`src/rtl/lsu_rmw.sv`:
```
// lsu_rmw: load/store unit driving a word-only DataMem port.
// Sub-word stores are done as read-modify-write; misaligned/illegal
// requests are answered with resp_err without touching memory.
// Optional: define LSU_RANGE_CHECK_EN to trap byte addresses above the
// 2^ADDR_W-word memory instead of letting them alias.
module lsu_rmw #(
  parameter int unsigned ADDR_W = 6
) (
  input  logic              clk,
  input  logic              rst,
  input  logic              req_valid,
  output logic              req_ready,
  input  logic              req_we,
  input  logic [2:0]        req_funct3,
  input  logic [31:0]       req_addr,
  input  logic [31:0]       req_wdata,
  output logic              resp_valid,
  output logic              resp_err,
  output logic [31:0]       resp_rdata,
  output logic              mem_read,
  output logic              mem_write,
  output logic [ADDR_W-1:0] mem_addr,
  output logic [31:0]       mem_wdata,
  input  logic [31:0]       mem_rdata
);

  // Byte-address bits that map into the memory.
  localparam int unsigned AW = ADDR_W + 2;

  typedef enum logic [2:0] {
    IDLE   = 3'd0,
    LOAD   = 3'd1,
    RMW_RD = 3'd2,
    WRITE  = 3'd3,
    RESP   = 3'd4
  } state_t;

  state_t        state;
  logic [AW-1:0] addr_q;
  logic [2:0]    f3_q;
  logic [31:0]   wdata_q;

  logic width_ok_c;
  logic align_ok_c;
  logic range_ok_c;
  logic legal_c;

`ifdef LSU_RANGE_CHECK_EN
  assign range_ok_c = (req_addr[31:AW] == '0);
`else
  logic unused_hi_addr;
  assign unused_hi_addr = ^req_addr[31:AW];
  assign range_ok_c     = 1'b1;
`endif

  // Decode width/alignment legality of the incoming request.
  always_comb begin
    width_ok_c = 1'b0;
    align_ok_c = 1'b0;
    if (req_we) begin
      width_ok_c = ~req_funct3[2] && (req_funct3[1:0] != 2'b11);
    end else begin
      width_ok_c = (req_funct3[1:0] != 2'b11) && (req_funct3 != 3'd6);
    end
    case (req_funct3[1:0])
      2'b00:   align_ok_c = 1'b1;
      2'b01:   align_ok_c = ~req_addr[0];
      2'b10:   align_ok_c = (req_addr[1:0] == 2'b00);
      default: align_ok_c = 1'b0;
    endcase
  end

  assign legal_c = width_ok_c && align_ok_c && range_ok_c;

  // Extract and extend the addressed lane of a loaded word.
  function automatic logic [31:0] load_ext(input logic [2:0]  f3,
                                           input logic [1:0]  lane,
                                           input logic [31:0] w);
    logic [7:0]  b;
    logic [15:0] h;
    logic [31:0] r;
    b = w[{lane, 3'b000} +: 8];
    h = lane[1] ? w[31:16] : w[15:0];
    case (f3)
      3'd0:    r = {{24{b[7]}}, b};
      3'd1:    r = {{16{h[15]}}, h};
      3'd4:    r = {24'd0, b};
      3'd5:    r = {16'd0, h};
      default: r = w;
    endcase
    return r;
  endfunction

  // Replace the addressed byte/half lane of the old word with store data.
  function automatic logic [31:0] merge_lane(input logic        half,
                                             input logic [1:0]  lane,
                                             input logic [31:0] old_w,
                                             input logic [31:0] wd);
    logic [31:0] r;
    r = old_w;
    if (half) begin
      r[{lane[1], 4'b0000} +: 16] = wd[15:0];
    end else begin
      r[{lane, 3'b000} +: 8] = wd[7:0];
    end
    return r;
  endfunction

  // Request FSM with captured request fields and registered response.
  always_ff @(posedge clk or posedge rst) begin
    if (rst) begin
      state      <= IDLE;
      addr_q     <= '0;
      f3_q       <= '0;
      wdata_q    <= '0;
      resp_err   <= 1'b0;
      resp_rdata <= '0;
    end else begin
      case (state)
        IDLE: begin
          if (req_valid) begin
            addr_q  <= req_addr[AW-1:0];
            f3_q    <= req_funct3;
            wdata_q <= req_wdata;
            if (!legal_c) begin
              resp_err   <= 1'b1;
              resp_rdata <= '0;
              state      <= RESP;
            end else if (!req_we) begin
              state <= LOAD;
            end else if (req_funct3[1:0] == 2'b10) begin
              state <= WRITE;
            end else begin
              state <= RMW_RD;
            end
          end
        end
        LOAD: begin
          resp_err   <= 1'b0;
          resp_rdata <= load_ext(f3_q, addr_q[1:0], mem_rdata);
          state      <= RESP;
        end
        RMW_RD: begin
          wdata_q <= merge_lane(f3_q[0], addr_q[1:0], mem_rdata, wdata_q);
          state   <= WRITE;
        end
        WRITE: begin
          resp_err   <= 1'b0;
          resp_rdata <= '0;
          state      <= RESP;
        end
        RESP: begin
          state <= IDLE;
        end
        default: begin
          state <= IDLE;
        end
      endcase
    end
  end

  // Memory port and handshake strobes decoded from the state register.
  assign req_ready  = (state == IDLE);
  assign resp_valid = (state == RESP);
  assign mem_read   = (state == LOAD) || (state == RMW_RD);
  assign mem_write  = (state == WRITE);
  assign mem_addr   = (state == IDLE) ? '0 : addr_q[AW-1:2];
  assign mem_wdata  = (state == WRITE) ? wdata_q : '0;

endmodule
```
`config.mk`:
```
export PLATFORM = sky130hd
export DESIGN_NAME = lsu_rmw
export DESIGN_NICKNAME = d
export VERILOG_FILES = /design/src/rtl/lsu_rmw.sv
export SDC_FILE = /design/constraint.sdc
export NUM_CORES = 1
export LEC_CHECK = 0
export BUFFER_PORTS_ARGS = -buffer_cell sky130_fd_sc_hd__buf_4
export CAP_MARGIN = 15
export CORE_ASPECT_RATIO = 1.75
export CORE_MARGIN = 2
export CORE_UTILIZATION = 50
export CTS_CLUSTER_DIAMETER = 120
export DETAILED_ROUTE_END_ITERATION = 16
export GPL_TIMING_DRIVEN = 0
export PLACE_DENSITY = 0.88
export SETUP_SLACK_MARGIN = 0.2
export SLEW_MARGIN = 20
export SYNTH_ARGS = -nofsm -noshare
export SYNTH_HDL_FRONTEND = slang
export SYNTH_SLANG_ARGS = --single-unit
```
`constraint.sdc`:
```
create_clock -name clk -period 2.9 [get_ports clk]
set_input_delay 0.435 -clock clk [delete_from_list [all_inputs] [get_ports clk]]
set_output_delay 0.435 -clock clk [all_outputs]
set_load 0.005 [all_outputs]
```
-- Word-level counts from Yosys, hierarchy flattened
Cells that the tools add are included.
Widths: inputs -> output; s select.
- add/subtract/negate cells: 2
- equal/unequal tests: 13
- shift operators: 5
- mux-type cells: 22
- bitwise gates (word level): 2
- reductions and logical operators: 16
- operator list (cell ; number):
    $mux 32 ; 5
    $pmux 32 s4 ; 1
    $pmux 32 s3 ; 1
    $bwmux 32 ; 2
    $pmux 32 s2 ; 1
    $shift 16x7->32 const A ; 1
    $shift 8x7->32 const A ; 1
    $shiftx 16x7->32 ; 1
    $shiftx 32x6->8 ; 1
    $shiftx 8x7->32 ; 1
    $mux 16 ; 1
    $neg 5->7 ; 2
    $eq 3x3->1 const B ; 3
    $pmux 3 s3 ; 1
    $eq 3x1->1 const B ; 2
    $eq 3x2->1 const B ; 2
    $logic_not 3->1 ; 2
    $mux 3 ; 2
    $mux 6 ; 1
    $ne 2x2->1 const B ; 3
    $reduce_and 3->1 ; 2
    $logic_not 2->1 ; 2
    $mux 1 ; 4
    $reduce_and 2->1 ; 2
    other kinds (12) ; 16
- register bits: 79
- input port bits: 103
- output and inout port bits: 75
- word-level logic and storage cells: 66

-- Depth between registers and ports, before layout
Gate-level depths: netlist of the first run.
- depth after elaboration: 7
- depth in mapped cells: 9
- depth with buffers taken out: 6

-- Worst setup path after synthesis of the first run
OpenSTA, ideal clock, no wires.
- path kind: register -> register
- start: register addr_q[1]
- end: register wdata_q[10]
- library setup time: 128 ps
- arrival: 2127 ps
- required time: 2772 ps
- slack: 645 ps
- cell stages (with the launch flop): 10
- buffers on the path: 3
- clock period less this slack: 2255 ps
- cell sequence: dfrtp_1 buf_6 inv_1 clkbuf_1 ha_1 nor2b_1 and4_1 buf_1 a221oi_1 o2bb2ai_1
- word-level cells in the longest chain between the ends: 5
- elaborated cells on any way between the ends: 10
- classes of those cells: 2 x add/sub; 4 x shift; 4 x mux
- ends and longest elaborated chain (element ; line ; source):
    start: declaration ; 39 ; logic [AW-1:0] addr_q;
    start signal: assignment ; 122 ; addr_q <= req_addr[AW-1:0];
    $neg 5->7 (on tied branches) ; 102, 104 ;
    $shiftx 16x7->32 (tied with other cells) ; 102 ; r[{lane[1], 4'b0000} +: 16] = wd[15:0];
    $bwmux 32 (on tied branches) ; 102, 104 ;
    $mux 32 * ; 101 ; if (half) begin
    $pmux 32 s2 * ; 119 ; case (state)
    end signal: assignment ; 124 ; wdata_q <= req_wdata;
    end signal: assignment ; 144 ; wdata_q <= merge_lane(f3_q[0], addr_q[1:0], mem_rdata, wdata_q);
    end: declaration ; 41 ; logic [31:0] wdata_q;
Every way passes the cells marked *; elsewhere a longest branch is shown, timed or not.
A chain may end at the register's enable or synchronous reset.

-- Worst setup path after layout of the first run
- start: register addr_q[1]
- end: register wdata_q[8]
The elaborated chain is that of the path after synthesis.

==> results of run 1 <==
-- worst max-delay path, cell delays in order, from the launching register on --
cell and delay, ns:
dfrtp_1 0.42, buf_6 0.16, inv_1 0.09, clkbuf_2 0.28, ha_1 0.33, nor2b_1 0.16
and4_1 0.20, buf_1 0.17, a221oi_1 0.41, o2bb2ai_1 0.13
-- worst paths after layout --
kind	start	to	slack (ns)
setup / recovery	addr_q[1]	wdata_q[8]	0.40
min in group clk	req_addr[7]	addr_q[7]	0.33
hold / removal	rst	resp_rdata[29]	0.09
max in group asynchronous	rst	wdata_q[9]	2.23
hold reg to reg	resp_err	resp_err	0.50
setup reg to reg	addr_q[1]	wdata_q[8]	0.40
-- through the flow --
stage	TNS (ns)	setup WS, ns	hold WS (ns)	total power [mW]	instance area (um^2)
5_1_grt	0	0.3175	0.1163	6.813	6374
6_report	0	0.4017	0.08770	6.448	6374
3_3_place_gp	-25.23	-0.3270	0.4766	5.093	6030
3_5_place_dp	0	0.2130	0.4530	5.248	6060
4_1_cts	0	0.2099	0.09695	6.422	6370
2_1_floorplan	0	0.4416	0.4640	4.046	4728
-- final cells by class --
| class | count | area share |
|---|---|---|
| multi-input cells | 306 | 0.3901 |
| flip-flops and latches | 79 | 0.3102 |
| repair buffers | 154 | 0.1845 |
| clock buffers | 13 | 0.04240 |
| plain buffers | 38 | 0.03750 |
| well taps | 122 | 0.02395 |
| clock inverters | 3 | 0.006282 |
| inverters | 8 | 0.005104 |
-- per-layer routing --
metal  vias to the layer above  GRT usage
li1                       1986          -
met1                      2178     0.3144
met2                       257     0.5541
met3                        76    0.05252
met4                         0     0.1915
met5                         -          0
-- cells in the final DEF (no fill, tap or decap), drive strengths merged, types with 9 or more instances in the layout --
cell	n
a21oi	34
a221o	17
a221oi	24
a32o	9
and2	33
buf	182
clkbuf	23
dfrtp	79
mux2	34
mux2i	18
nand2b	11
o21ai	27
o2bb2ai	16
-- power breakdown --
part           total (mW)  internal, mW  leakage (nW)  switching, mW
clock                1.15         0.734         0.156          0.421
sequential           2.05          1.63         0.991          0.423
combinational        3.24          1.58          1.80           1.67
-- sequential cells by signal, indices dropped and copies added (netlist names) --
name and cells:
resp_rdata 32, wdata_q 32, addr_q 8, f3_q 3, state 3, resp_err 1
-- logic make-up (layout without fill, tap and decap cells) --
kind of cell | Yosys count | after routing | share of synthesized area
adders and majority gates | 5 | 5 | 0.01323
muxes | 53 | 53 | 0.1238
DFF | 79 | 79 | 0.4181
AOI/OAI and AO/OA | 157 | 157 | 0.2567
and+or+nand+nor | 91 | 91 | 0.1315
buffers and inverters | 46 | 216 | 0.05663
==> out/results.tsv, run 1 <==
stage	metric	value	unit
status	run_status	finished clean	
routing	via_count	4497	
timing	rsz0062_at_grt	false	
synthesis	synth-edff-count	0	
layout	drive_above_1_share	0.3960	
layout	multiInputGateArea	0.002486	mm^2
routing	drt-vias-per-instance	6.220	
clock_tree	clkLatencyLatePin	0.34	ns
floorplan	horiz_die_dim	77.51	um
timing	finalSetupViolCount	0	
clock_tree	path_clk_slew	0.06	ns
min_path	min_delay_worst_type	input port to asynchronous set/reset pin	
synthesis	syn_nets	539	
synthesis	post-synth-top-count-cell	dfrtp_1	
floorplan	fp.coreArea	0.009350	mm^2
power_and_ir_drop	pwr_density_cell	1012	mW/mm^2
setup_path	r2r.worst_path.cells	9	
synthesis	synth_area_leaders	dfrtp_1 42%, mux2_2 6.9%, a221oi_1 4.4%	
synthesis	synth_top_cells_by_count	79 x dfrtp_1, 33 x a21oi_1, 33 x and2_1	
global_route	grt_start_max_net_pins	51	
synthesis	synth_seq_area_share	0.4181	
layout	final_nets	704	
synthesis	ys_async_sr_fraction	1.000	
synthesis	synth_area_leader	dfrtp_1	
clock_tree	max_root_sink_buffers	2	
global_route	first_global_vias	4573	
timing	finalCriticalPeriod	2.498	ns
clock_tree	cts_tree	yes	
synthesis	netlist-cell-type-count	50	
setup_path	critPathLaunchType	register	
floorplan	dieArea	0.01028	mm^2
global_route	grt_first_pass_wirelength	23.78	mm
routing	met3WireLength	1.022	mm
floorplan	die_height	132.6	um
layout	layout-area-overhead-vs-synth	34.80	%
global_route	antenna_found_initial	0	
layout	post_layout_nonfiller_instances	723	
floorplan	core.rowCount	47	
placed_design	placed_cells	707	
clock_tree	cts-buffers-inserted	9	
routing	drtIter0Drc	407	
setup_path	crit_fanout	12	
timing	maxSlewHeadroom	0.3736	
setup_path	critPathArrivalTime	2.71	ns
routing	wl_met2	8.207	mm
timing	timing.clock.skew	0.008825	ns
routing	aggregate_routed_wire_length	15.41	mm
power_and_ir_drop	power.leakage	2.944	nW
floorplan	io_pins	178	
synthesis	syn-instance-count	431	
synthesis	synthesis.yosys.warnings	0	
global_route	groute.usage.overall	0.3037	
layout	antennaDiodeCount	0	
clock_tree	clock_sink_count	79	
routing	top_layer	met4	
floorplan	start_util	0.5057	
timing	hold_viol	0	
clock_tree	h-tree-depth	3	
synthesis	post_synthesis_average_cell_area	10.97	um^2
routing	detail_route.wl_per_cell	21.32	um
clock_tree	cts.root.buffer_cell	clkbuf_16	
layout	seqCellArea	0.001977	mm^2
power_and_ir_drop	ir_worst_vdd	557.5	uV
routing	drt-met1-wl	5.203	mm
layout	filler_cell_count	712	
timing	transition_time_at_the_pin_with_the_least_slew_margin	0.9324	ns
clock_tree	postCtsSetupBuffers	0	
placed_design	place.port_buffers	153	
layout	finish.utilization	0.6817	
routing	ant_nets	0	
placed_design	globalplace.congestion	0.9777	
synthesis	ys_dominant_reg_cell	dfrtp_1	
setup_path	critical_path_required	3.11	ns
placed_design	dpl.hpwl	12.20	mm
synthesis	synth.cell_area	0.004728	mm^2
clock_tree	postCtsHoldBufs	0	
setup_path	worstSetupPathType	register to register	
setup_path	worst_setup_path_end_kind	register	
global_route	grt-ovfl-total	0	
timing	final-max-slew-violation-count	0	
routing	count_of_unresolved_drc_violations_after_routing	0	
routing	first_pass_iters	5	
timing	final_worst_path_period_share	0.8615	
clock_tree	post_cts.resized_instances	0	
job	cap_viol_max_count	0	
timing	maxClockFrequency	0.4003	GHz
synthesis	synth-seq-cells	79	
synthesis	synthDominantCellAreaShare	0.4181	
Power figures use the tool's default switching activity.
==> run 2, diff against run 1 <==
--- a/config.mk
+++ b/config.mk
@@ -8,7 +8,6 @@
 export BUFFER_PORTS_ARGS = -buffer_cell sky130_fd_sc_hd__buf_4
 export CAP_MARGIN = 15
 export CORE_ASPECT_RATIO = 1.75
-export CORE_MARGIN = 2
 export CORE_UTILIZATION = 50
 export CTS_CLUSTER_DIAMETER = 120
 export DETAILED_ROUTE_END_ITERATION = 16
==> constraint.sdc (replaced) <==
create_clock -name clk -period 2.6 [get_ports clk]
set_input_delay 0.39 -clock clk [delete_from_list [all_inputs] [get_ports clk]]
set_output_delay 0.39 -clock clk [all_outputs]
set_load 0.005 [all_outputs]
==> run 2 against run 1 <==
Compared with the run above:
- cell area grew 1.8%
- largest power group unchanged
- worst setup slack lost 0.13 ns
- critical path type is now register to primary output
- global-route usage grew 2.7 points
==> out/results.tsv, run 2 (same netlist as run 1, synthesis figures left out) <==
stage	metric	value	unit	change
timing	final_worst_path_period_share	0.8946		
setup_path	worst_path_most_repeated_cell	buf_6		
timing	maxSlewHeadroom	0.3850		+0.01132
layout	seqCellArea	0.001978	mm^2	about the same
routing	aggregate_routed_wire_length	15.58	mm	+1.1%
global_route	groute.usage.overall	0.3306		+0.02692
setup_path	crit_buf_inv	5		+1
floorplan	fp.coreArea	0.009094	mm^2	-2.7%
clock_tree	cts.root.buffer_cell	clkbuf_16		
setup_path	longest_individual_stage_delay_on_the_worst_path	0.41	ns	about the same
timing	finalSetupViolCount	0		unchanged
clock_tree	h-tree-depth	3		unchanged
routing	detail_route.wl_per_cell	21.55	um	+1.1%
layout	multiInputGateArea	0.002556	mm^2	+2.8%
timing	rsz0062_at_grt	false		
clock_tree	cts-buffers-inserted	9		unchanged
layout	drive_above_1_share	0.4279		+0.03185
global_route	first_global_vias	4558		-0.33%
timing	final-max-slew-violation-count	0		unchanged
timing	hold_viol	0		unchanged
layout	largestRegisters	resp_rdata: 32 flops, wdata_q: 32 flops, addr_q: 8 flops		
global_route	grt_first_pass_wirelength	23.67	mm	-0.47%
clock_tree	clkLatencyLatePin	0.34	ns	about the same
min_path	min_delay_worst_type	input port to asynchronous set/reset pin		
setup_path	cell_by_cell_trace_of_the_critical_path	buf_6 -> or3b_4 -> buf_6 -> buf_6 -> buf_6 -> nand2_1 -> buf_4		
clock_tree	clock_sink_count	79		unchanged
timing	finalCriticalPeriod	2.326	ns	
setup_path	critical_path.slowest_cell	or3b_4		
setup_path	critPathLaunchType	register		
routing	drt-vias-per-instance	6.264		+0.71%
power_and_ir_drop	power.leakage	2.993	nW	+1.7%
floorplan	dieArea	0.009865	mm^2	-4.0%
global_route	antenna_found_initial	0		unchanged
clock_tree	max_root_sink_buffers	2		unchanged
layout	layout.cells.most_common	buf_4		
job	cap_viol_max_count	0		unchanged
placed_design	globalplace.congestion	0.9827		+0.51%
timing	timing.clock.skew	0.007333	ns	-0.001492 ns
layout	antennaDiodeCount	0		unchanged
status	run_status	finished clean		
routing	count_of_unresolved_drc_violations_after_routing	0		unchanged
power_and_ir_drop	report.power.total	7.386	mW	+15%
timing	maxClockFrequency	0.4299	GHz	
global_route	grt_start_max_net_pins	37		-27%
layout	most_used_cells_in_the_layout_excluding_fill_and_tap_cells	156 x buf_4, 78 x dfrtp_1, 33 x and2_1, 33 x a21oi_1, 29 x mux2_2		
placed_design	dpl.hpwl	12.20	mm	about the same
setup_path	critical_path_required	2.21	ns	-0.90 ns
setup_path	crit_fanout	10		-2
clock_tree	cts_tree	yes		
routing	first_pass_iters	6		+1
setup_path	critPathArrivalTime	1.94	ns	-0.77 ns
layout	layout-area-overhead-vs-synth	37.26	%	
layout	finish.utilization	0.7137		+0.03202
power_and_ir_drop	pwr_density_cell	1138	mW/mm^2	+12%
placed_design	place.port_buffers	153		unchanged
clock_tree	path_clk_slew	0.06	ns	about the same
setup_path	worstSetupPathType	register to primary output		
floorplan	start_util	0.5200		+0.01426
global_route	grt-ovfl-total	0		unchanged
floorplan	die_height	130.6	um	-1.5%
routing	ant_nets	0		unchanged
floorplan	io_pins	178		unchanged
power_and_ir_drop	ir_worst_vdd	720.9	uV	+29%
layout	filler_cell_count	679		-4.6%
setup_path	cp_top_family	buffers and inverters		
timing	transition_time_at_the_pin_with_the_least_slew_margin	0.9226	ns	-0.009807 ns
setup_path	worst_setup_path_end_kind	primary output		
floorplan	core.rowCount	46		-2.1%
timing	worst_hold_slack_across_all_endpoints	0.001184	ns	-0.08652 ns
floorplan	horiz_die_dim	75.51	um	-2.6%
routing	via_count	4529		+0.71%
layout	final_nets	706		+0.28%
routing	drtIter0Drc	575		+41%
run 2: worst reg2reg max path, cell delays in order (launching register included):
cell and delay, ns:
dfrtp_1 0.40, buf_6 0.16, inv_1 0.11, buf_6 0.17
ha_1 0.34, nor2b_1 0.12, and4_1 0.22, clkbuf_2 0.21
a221oi_2 0.35, o2bb2ai_1 0.12
run 2: layer usage:
metal | GRT usage | vias to the layer above | routed length (um)
li1 | - | 2000 | -
met1 | 0.3511 | 2156 | 5354
met2 | 0.5688 | 285 | 8144
met3 | 0.06595 | 88 | 1030
met4 | 0.2331 | 0 | 1050
met5 | 0 | - | 0
run 2: through the flow:
| stage | std cells | TNS [ns] | instance area [um^2] | worst slack [ns] |
|---|---|---|---|---|
| 2_1_floorplan | 431 | 0 | 4732 | 0.3449 |
| 3_3_place_gp | 704 | -0.03682 | 6031 | -0.01875 |
| 3_5_place_dp | 706 | -0.3970 | 6071 | -0.1175 |
| 4_1_cts | 722 | 0 | 6392 | 0.1913 |
| 5_1_grt | 723 | 0 | 6490 | 0.1262 |
| 6_report | 723 | 0 | 6490 | 0.2740 |
run 2: final timing paths:
kind / from / to / slack, ns / cells past startpoint
max in group asynchronous: rst / addr_q[0] / 2.12 / 3
hold reg to reg: resp_rdata[0] / resp_rdata[0] / 0.50 / 1
hold / removal: rst / resp_rdata[28] / 0.001 / 2
min in group clk: req_addr[2] / addr_q[2] / 0.28 / 2
setup / recovery: state[2] / mem_read / 0.27 / 7
setup reg to reg: addr_q[1] / wdata_q[11] / 0.28 / 9
run 2: power by group:
| group | leakage [nW] | switching, mW | internal (mW) |
|---|---|---|---|
| logic | 1.85 | 1.93 | 1.83 |
| registers | 0.990 | 0.489 | 1.81 |
| clock network | 0.155 | 0.494 | 0.833 |
| total | 2.99 | 2.91 | 4.48 |
run 2: layout make-up:
| class | instances | share of cell area |
|---|---|---|
| multi-input combinational | 306 | 0.3939 |
| sequential | 79 | 0.3048 |
| timing repair buffer | 156 | 0.1843 |
| buffer | 38 | 0.03991 |
| clock buffer | 9 | 0.03470 |
| tap | 120 | 0.02313 |
| clock inverter | 7 | 0.01350 |
| inverter | 8 | 0.005784 |
run 2: what timing repair did:
item,4_1_cts,5_1_grt
setup buffers,0,1
hold buffers,0,0
pin swaps,0,1
hold endpoints to repair,0,0
endpoints found under the setup margin,55,50
cloned,0,0
resized for setup,4,24
==> run 3, diff against run 2 <==
--- a/config.mk
+++ b/config.mk
@@ -7,8 +7,10 @@
 export LEC_CHECK = 0
 export BUFFER_PORTS_ARGS = -buffer_cell sky130_fd_sc_hd__buf_4
 export CAP_MARGIN = 15
+export CELL_PAD_IN_SITES_DETAIL_PLACEMENT = 0
+export CELL_PAD_IN_SITES_GLOBAL_PLACEMENT = 1
 export CORE_ASPECT_RATIO = 1.75
-export CORE_UTILIZATION = 50
+export CORE_UTILIZATION = 38
 export CTS_CLUSTER_DIAMETER = 120
 export DETAILED_ROUTE_END_ITERATION = 16
 export GPL_TIMING_DRIVEN = 0
==> run 3 against run 2 <==
Compared with the run above:
- combinational power decreased by 1%
- total power decreased by 2.5%
- sequential power about the same
- clock power decreased by 11%
- hold slack improved by 0.018 ns
- flip-flop and latch count unchanged
- via count decreased by 5.1%
- clock-buffer cell count increased by 1
- utilization decreased by 17 points
- critical path depth unchanged
- highest routed layer unchanged
==> out/results.tsv, run 3 (same netlist as run 1, synthesis figures left out) <==
stage	metric	value	unit	change
status	run_status	finished clean		
timing	maxClockFrequency	0.4323	GHz	+0.55%
global_route	grt-ovfl-total	0		unchanged
placed_design	dpl.hpwl	12.73	mm	+4.4%
layout	antennaDiodeCount	0		unchanged
clock_tree	cts.root.buffer_cell	clkbuf_16		
routing	drt-vias-per-instance	5.570		-11%
routing	drtIter0Drc	264		-54%
setup_path	worst_path_most_repeated_cell	buf_6		
layout	multiInputGateArea	0.002531	mm^2	-0.98%
floorplan	horiz_die_dim	86.32	um	+14%
job	cap_viol_max_count	0		unchanged
layout	seqCellArea	0.001978	mm^2	unchanged
floorplan	io_pins	178		unchanged
global_route	grt_start_max_net_pins	37		unchanged
floorplan	die_height	149.6	um	+14%
timing	worst_hold_slack_across_all_endpoints	0.01938	ns	+0.01819 ns
setup_path	critPathLaunchType	register		
global_route	antenna_found_initial	0		unchanged
placed_design	place_worst_setup_slack	-0.1454	ns	-0.02784 ns
setup_path	longest_individual_stage_delay_on_the_worst_path	0.41	ns	about the same
clock_tree	path_clk_slew	0.06	ns	about the same
setup_path	worstReg2RegEnd	wdata_q[9]		
layout	final_nets	710		+0.57%
timing	final_worst_path_period_share	0.8897		-0.004938
clock_tree	clkLatencyLatePin	0.34	ns	about the same
routing	aggregate_routed_wire_length	15.88	mm	+1.9%
global_route	groute.usage.overall	0.2489		-0.08171
setup_path	critPathArrivalTime	1.92	ns	-0.02 ns
clock_tree	postCtsHoldBufs	0		unchanged
setup_path	crit_fanout	10		unchanged
setup_path	cp_top_family	buffers and inverters		
setup_path	worst_setup_path_end_kind	primary output		
floorplan	fp.coreArea	0.01207	mm^2	+33%
placed_design	globalplace.congestion	0.9253		-5.8%
layout	filler_cell_count	1140		+68%
layout	layout-area-overhead-vs-synth	37.87	%	
routing	top_layer	met4		
setup_path	critical_path.slowest_cell	or3b_4		
placed_design	place.port_buffers	153		unchanged
routing	ant_nets	0		unchanged
routing	first_pass_iters	6		unchanged
timing	transition_time_at_the_pin_with_the_least_slew_margin	0.8734	ns	-0.04913 ns
clock_tree	max_root_sink_buffers	2		unchanged
power_and_ir_drop	power.leakage	2.980	nW	-0.44%
timing	final-max-slew-violation-count	0		unchanged
timing	hold_viol	0		unchanged
layout	largestRegisters	resp_rdata: 32 flops, wdata_q: 32 flops, addr_q: 8 flops		
setup_path	critical_path_required	2.21	ns	about the same
timing	maxSlewHeadroom	0.4132		+0.02827
power_and_ir_drop	pwr_density_cell	1105	mW/mm^2	-2.9%
floorplan	start_util	0.3918		-0.1282
timing	crit_path_setup_slack_layout	0.2869	ns	+0.01284 ns
clock_tree	cts_tree	yes		
setup_path	worstSetupPathType	register to primary output		
global_route	first_global_vias	4369		-4.1%
floorplan	core.rowCount	53		+15%
timing	finalCriticalPeriod	2.313	ns	-0.01284 ns
power_and_ir_drop	ir_worst_vdd	526.6	uV	-27%
min_path	min_delay_worst_type	input port to asynchronous set/reset pin		
clock_tree	cts-buffers-inserted	9		unchanged
setup_path	cell_by_cell_trace_of_the_critical_path	buf_6 -> or3b_4 -> buf_6 -> buf_6 -> buf_6 -> nand2_1 -> buf_4		
routing	count_of_unresolved_drc_violations_after_routing	0		unchanged
global_route	grt_first_pass_wirelength	23.98	mm	+1.3%
layout	layout.cells.most_common	buf_4		
setup_path	reg2reg_slack	0.30	ns	+0.02 ns
layout	drive_above_1_share	0.4234		-0.004467
layout	most_used_cells_in_the_layout_excluding_fill_and_tap_cells	161 x buf_4, 78 x dfrtp_1, 33 x and2_1, 33 x a21oi_1, 29 x mux2_2		
setup_path	crit_buf_inv	5		unchanged
routing	wl_met2	8.643	mm	+6.1%
routing	detail_route.wl_per_cell	20.57	um	-4.6%
routing	via_count	4300		-5.1%
timing	finalSetupViolCount	0		unchanged
setup_path	crit-reg2reg-launch	addr_q[1]		
clock_tree	h-tree-depth	3		unchanged
setup_path	r2r.worst_path.cells	9		unchanged
timing	timing.setup.tns	0	ns	unchanged
timing	timing.clock.skew	0.009259	ns	+0.001926 ns
routing	drt-met1-wl	5.954	mm	+11%
clock_tree	clock_sink_count	79		unchanged
timing	rsz0062_at_grt	false		
floorplan	dieArea	0.01291	mm^2	+31%
routing	met3WireLength	746	um	-28%
-- run 3: cell types whose count changed in the layout (fill, tap and decap cells not counted), moves of 2 or more --
cell       previous run  this run
clkinv_2              4         1
a221oi_1             16        18
a221oi_2              8         6
clkinv_4              0         3
buf_4               156       161
clkbuf_2              4         2
bufinv_16             2         0
-- run 3: layer usage --
layer  global-route usage  up-vias
met2               0.4508      146
met3              0.03971       30
met4               0.1133        0
met1               0.2820     2124
li1                     -     2000
met5                    0        -
-- run 3: cell type report --
class / count / share of cell area
Clock buffer: 10 / 0.03666
Clock inverter: 6 / 0.007102
Sequential cell: 79 / 0.3035
Timing Repair Buffer: 160 / 0.1881
Tap cell: 165 / 0.03167
Inverter: 8 / 0.005758
Multi-Input combinational cell: 306 / 0.3883
Buffer: 38 / 0.03896
-- run 3: how the worst max path moves through the flow --
| stage | start | to | slack, ns | cells after the start |
|---|---|---|---|---|
| finish | state[2] | mem_read | 0.29 | 7 |
| floorplan | addr_q[1] | wdata_q[10] | 0.34 | 9 |
| global placement | addr_q[1] | wdata_q[13] | -0.08 | 9 |
| CTS | state[2] | mem_wdata[28] | 0.21 | 6 |
| global route | addr_q[1] | wdata_q[15] | 0.20 | 9 |
| detailed placement | addr_q[1] | wdata_q[9] | -0.15 | 9 |
-- run 3: power by group --
group | internal, mW | switching, mW
sequential | 1.81 | 0.481
clock | 0.675 | 0.516
combinational | 1.83 | 1.89
-- run 3: metrics by stage --
stage	utilization	power [mW]	instance area, um^2	std cells
3_3_place_gp	0.5044	5.777	6087	749
6_report	0.5401	7.203	6519	772
4_1_cts	0.5348	7.137	6455	767
5_1_grt	0.5401	7.636	6519	772
3_5_place_dp	0.5077	5.890	6127	751
2_1_floorplan	-	4.514	4732	431
-- run 3: timing repair --
| item | in CTS | in global routing |
|---|---|---|
| endpoints found under the setup margin | 56 | 38 |
| gates resized for setup | 11 | 10 |
| setup buffers | 0 | 5 |
